**src/rtl/hc595_pkg.sv**
```systemverilog
// Shared types and helpers for the 74HC595 serial driver.
package hc595_pkg;

  typedef enum logic [1:0] {
    IDLE  = 2'd0,
    SETUP = 2'd1,
    HIGH  = 2'd2,
    LATCH = 2'd3
  } state_t;

  localparam int DIV_MIN = 2;

  // A single-bit counter is still needed when only one bit is sent.
  function automatic int cnt_width(input int w);
    return (w > 1) ? $clog2(w) : 1;
  endfunction

endpackage

```
**src/rtl/hc595_phase.sv**
```systemverilog
// Phase timer: counts 0..DIV-1 and flags the first and last cycle of each phase.
module hc595_phase
  import hc595_pkg::*;
#(
  parameter int DIV = 4
) (
  input  logic i_clk,
  input  logic i_rst,
  input  logic i_reload,
  output logic o_phase_start,
  output logic o_phase_end
);

  // DIV below DIV_MIN would put the SER update on the SRCLK rising edge.
  localparam int DIV_EFF = (DIV < DIV_MIN) ? DIV_MIN : DIV;
  localparam int PW = $clog2(DIV_EFF);
  localparam logic [PW-1:0] LAST = PW'(DIV_EFF - 1);

  logic [PW-1:0] r_phase;

  always_ff @(posedge i_clk or posedge i_rst) begin
    if (i_rst) begin
      r_phase <= '0;
    end else if (i_reload || (r_phase == LAST)) begin
      r_phase <= '0;
    end else begin
      r_phase <= r_phase + 1'b1;
    end
  end

  assign o_phase_start = (r_phase == '0);
  assign o_phase_end   = (r_phase == LAST);

endmodule

```
**src/rtl/hc595_driver.sv**
```systemverilog
// Valid/ready word in, LSB-first SER/SRCLK/RCLK stream out for cascaded 595s.
//   state | meaning
//   IDLE  | READY high, pins idle, SER holds last bit
//   SETUP | SRCLK low, SER updated on first cycle
//   HIGH  | SRCLK high; exit is the shift edge
//   LATCH | RCLK high; exit is the latch edge
module hc595_driver
  import hc595_pkg::*;
#(
  parameter int WIDTH = 8,
  parameter int DIV   = 4
) (
  input  logic             i_clk,
  input  logic             i_rst,
  input  logic [WIDTH-1:0] i_din,
  input  logic             i_valid,
  output logic             o_ready,
  output logic             o_ser,
  output logic             o_srclk,
  output logic             o_rclk
);

  localparam int BW = cnt_width(WIDTH);
  localparam logic [BW-1:0] LAST_BIT = BW'(WIDTH - 1);

  state_t           r_state;
  logic [WIDTH-1:0] r_shreg;
  logic [BW-1:0]    r_bitcnt;
  logic             r_ready;
  logic             r_ser;
  logic             r_srclk;
  logic             r_rclk;

  logic             w_accept;
  logic             w_reload;
  logic             w_phase_start;
  logic             w_phase_end;
  logic [WIDTH:0]   w_shift;

  // READY is only ever high in IDLE, so it doubles as the idle qualifier.
  assign w_accept = r_ready && i_valid;
  assign w_reload = (r_state == IDLE);
  assign w_shift  = {1'b1, r_shreg} >> 1;

  hc595_phase #(
    .DIV(DIV)
  ) u_phase (
    .i_clk        (i_clk),
    .i_rst        (i_rst),
    .i_reload     (w_reload),
    .o_phase_start(w_phase_start),
    .o_phase_end  (w_phase_end)
  );

  always_ff @(posedge i_clk or posedge i_rst) begin
    if (i_rst) begin
      r_state  <= IDLE;
      r_shreg  <= '1;
      r_bitcnt <= '0;
      r_ready  <= 1'b1;
      r_ser    <= 1'b1;
      r_srclk  <= 1'b0;
      r_rclk   <= 1'b0;
    end else begin
      case (r_state)
        IDLE: begin
          if (w_accept) begin
            r_shreg  <= i_din;
            r_bitcnt <= '0;
            r_ready  <= 1'b0;
            r_state  <= SETUP;
          end
        end
        SETUP: begin
          // SER moves one cycle after the shift edge, never on an SRCLK edge.
          if (w_phase_start) begin
            r_ser <= r_shreg[0];
          end
          if (w_phase_end) begin
            r_srclk <= 1'b1;
            r_state <= HIGH;
          end
        end
        HIGH: begin
          if (w_phase_end) begin
            r_srclk  <= 1'b0;
            r_shreg  <= w_shift[WIDTH-1:0];
            r_bitcnt <= r_bitcnt + 1'b1;
            if (r_bitcnt == LAST_BIT) begin
              r_rclk  <= 1'b1;
              r_state <= LATCH;
            end else begin
              r_state <= SETUP;
            end
          end
        end
        LATCH: begin
          if (w_phase_end) begin
            r_rclk  <= 1'b0;
            r_ready <= 1'b1;
            r_state <= IDLE;
          end
        end
        default: r_state <= IDLE;
      endcase
    end
  end

  assign o_ready = r_ready;
  assign o_ser   = r_ser;
  assign o_srclk = r_srclk;
  assign o_rclk  = r_rclk;

endmodule

```
**config.mk**
```make
export PLATFORM = sky130hd
export DESIGN_NAME = hc595_driver
export DESIGN_NICKNAME = d
export VERILOG_FILES = /design/src/rtl/hc595_pkg.sv /design/src/rtl/hc595_phase.sv /design/src/rtl/hc595_driver.sv
export SDC_FILE = /design/constraint.sdc
export NUM_CORES = 1
export LEC_CHECK = 0
export BUFFER_PORTS_ARGS = -buffer_cell sky130_fd_sc_hd__clkbuf_2
export CAP_MARGIN = 0
export CORE_UTILIZATION = 54
export DETAILED_ROUTE_END_ITERATION = 16
export GPL_ROUTABILITY_DRIVEN = 0
export PLACE_DENSITY = 0.85
export SYNTH_ARGS = -nofsm -noshare
export SYNTH_HDL_FRONTEND = slang
export SYNTH_SLANG_ARGS = --single-unit
```
**constraint.sdc**
```tcl
create_clock -name i_clk -period 1.9 [get_ports i_clk]
set_input_delay 0.38 -clock i_clk [delete_from_list [all_inputs] [get_ports i_clk]]
set_output_delay 0.38 -clock i_clk [all_outputs]
set_load 0.1 [all_outputs]
```
==> metrics.md <==
| Metric | Value |
|---|---|
| Sequential share of the synthesized area | `0.5006` |
| Critical path required time | `1520 ps` |
| Post-layout min period | `about 1700 ps` |
| Synth-to-Final Area Change | `10.91%` |
| Final wirelength | `1672 µm` |
| Initial Utilization | `0.6115` |
| Final net count | `111` |
| Clock Sinks | `19` |
| CTS resizes | `0` |
| Dpl hpwl | `1226 µm` |
| Crit path buf inv count | `1` |
| Crit path max-delay family | `flip-flops` |
| CP max stage cell | `dfstp_2` |
| Clock-pin transition on the worst setup and hold timing paths | `100 ps` |
| Ys flop type | `dfstp_2` |
| Vias | `between 600 and 700` |
| Worst Clk Skew | `1.580 ps` |
| Worst setup path category | `reg2out` |
| Gr usage total | `0.2097` |
| First-pass DRT Iterations | `4` |
| Cell Pwr Density | `1305 mW/mm²` |
| Die ar. | `0.001979 mm²` |
| Number of flops mapped to enable cells by yosys | `0` |
| Max_cap viols | `0` |
| CP endpoint kind | `primary output` |
| Cell variety after synth | `23` |
| Post-synth top cells | `dfstp_2 (10), dfrtp_1 (9), inv_1 (9), mux2_2 (8), mux2_4 (8)` |
| N_diodes | `0` |
| Peak supply drop | `0.0006827 V` |
| Asr flop ratio synth | `1.000` |
| Cell accounting for the most synthesized area | `dfstp_2` |
| Fin. Hold Viols | `0` |
| Core Area | `0.001594 mm²` |
| Initial drt markers | `6` |
| Largest net degree at the start of global routing | `20` |
| Synth area leaders | `dfstp_2 (27%), dfrtp_1 (23%), mux2_4 (12%), mux2_2 (9.2%), ha_1 (5.1%)` |
| CP Cell Sequence | `clkbuf_2` |
| Vias/cell | `~5.2` |
| Post-synthesis register bit count | `19` |
| Max incr delay on CP | `570 ps` |
| Area post-placement | `0.001055 mm²` |
| Die width | `around 44 µm` |
| Fmax achieved | `just under 600 MHz` |
| Maximum clock path buffer count | `2` |
| Clk_lat worst skew | `300 ps` |
| Cell Rows | `14` |
| Worst hold path type | `in2async` |
| WL/cell | `14.05 µm` |
| Syn_nets | `95` |
| Count leader, synth | `dfstp_2` |
| Synth top area share | `0.2696` |
| Final setup fails | `0` |
| Antenna Nets Post-Route | `0` |
| Max Transition Viols Final | `0` |
| Outcome | `finished clean` |
| Clk root buf | `clkbuf_4` |
| Residual DRC count | `0` |
| Setup TNS | `0 ps` |
| Number of I/O port buffers | `14` |
| First-pass GRT wire length | `between 2000 and 3000 µm` |
| CTS tree | `done` |
| Slew HR | `0.5364` |
| Mean post-synth cell area | `12.18 µm²` |
| I/O pin total | `15` |
| CP max FO | `4` |
| Final instance area | `0.001081 mm²` |
| CP arrival | `about 1300 ps` |
| Yosys synthesis warning count | `0` |
| Startpoint type of the worst setup path | `flop` |
| Setup bufs post-CTS | `0` |
| Initial antenna violation count | `0` |
| Share of cells above drive strength 1 | `0.4842` |
| Least-Margin Pin Slew | `694.6 ps` |
| Leakage power | `0.0005227 µW` |
| Die Ht | `44.49 µm` |
| Via count of the first global-routing pass | `619` |
| Cells after Synth | `80` |
| Hold buffer count at cts | `0` |
| Netlist Area Pre-Place | `974.7 µm²` |
| Gr ovfl total | `0` |
| Final Cycle Share | `0.9025` |
| Number of CTS-inserted buffers | `3` |
| Setup repair after global routing missed its margin | `false` |
| H-tree depth | `1` |
==> layout make-up <==
type | instances | area [µm²]
clock buffers | 4 | 26.28
fillers | 124 | 513.0
flip-flops and latches | 19 | 488.0
well taps | 24 | 30.03
multi-input cells | 47 | 417.9
repair buffers | 16 | 85.08
inverters | 9 | 33.78
==> per-stage QoR <==
stage	setup WS (ps)	power (µW)	utilization	cells	hold slack, ps
after floorplan	31.13	1129	-	80	323.8
after global placement	286.9	1177	0.6617	115	442.6
after detailed placement	231.3	1217	0.6617	115	468.8
after CTS	179.5	1422	0.6782	119	168.4
after global routing	95.47	1490	0.6782	119	213.7
final	185.3	1411	0.6782	119	148.9
==> registers in the layout, indices dropped and copies added (netlist names) <==
signal / count
r_shreg: 8
r_bitcnt: 3
r_state: 2
u_phase.r_phase: 2
o_rclk: 1
o_ready: 1
o_ser: 1
o_srclk: 1
==> power breakdown <==
| group | internal [µW] | total (µW) | switching [µW] |
|---|---|---|---|
| Clock | 82.0 | 205 | 123 |
| Sequential | 598 | 690 | 91.9 |
| Combinational | 252 | 515 | 263 |
==> layer usage <==
metal | up-vias | part of all wire | GRT usage
met5 | - | 0 | 0
met4 | 0 | 0.031 | 0.1455
met3 | 5 | 0.022 | 0.04898
met2 | 9 | 0.50 | 0.3412
met1 | 306 | 0.44 | 0.2433
li1 | 302 | - | -
==> cell families (layout without fill, tap and decap cells) <==
group | Yosys count | after routing | share of synthesized area
flops | 19 | 19 | 0.5006
buf+inv | 14 | 29 | 0.07059
compound gates | 14 | 14 | 0.08986
fa+ha+maj | 4 | 4 | 0.05135
simple gates | 13 | 13 | 0.07190
mux | 16 | 16 | 0.2157
==> final timing paths <==
check	start	endpoint	slack, ps	depth (start not counted)
max	o_ready$_DFFE_PP1P_	o_ready	190	1
min reg2reg	u_phase.r_phase[0]$_DFF_PP0_	u_phase.r_phase[0]$_DFF_PP0_	470	1
min	i_rst	r_bitcnt[1]$_DFFE_PP0P_	150	2
max in group asynchronous	i_rst	r_state[0]$_DFFE_PP0P_	1310	2
min in group i_clk	i_din[7]	r_shreg[7]$_DFFE_PP1P_	330	2
max reg2reg	u_phase.r_phase[0]$_DFF_PP0_	r_bitcnt[0]$_DFFE_PP0P_	190	5
==> placed cells by master, fill, tap and decap left out <==
cell type	instances
clkbuf_2	14
dfstp_2	10
inv_1	9
dfrtp_1	9
mux2_4	8
mux2_2	8
nor2_1	5
a21oi_1	4
o21ai_0	4
ha_1	4
clkbuf_4	3
nand2b_1	2
nand2_1	2
nand4b_1	2
a31oi_1	2
buf_4	2
nand3b_1	1
a21oi_2	1
a21o_1	1
nor2b_1	1
o32a_1	1
a22o_1	1
clkbuf_1	1
No activity file was read; power rests on OpenSTA's default activity.
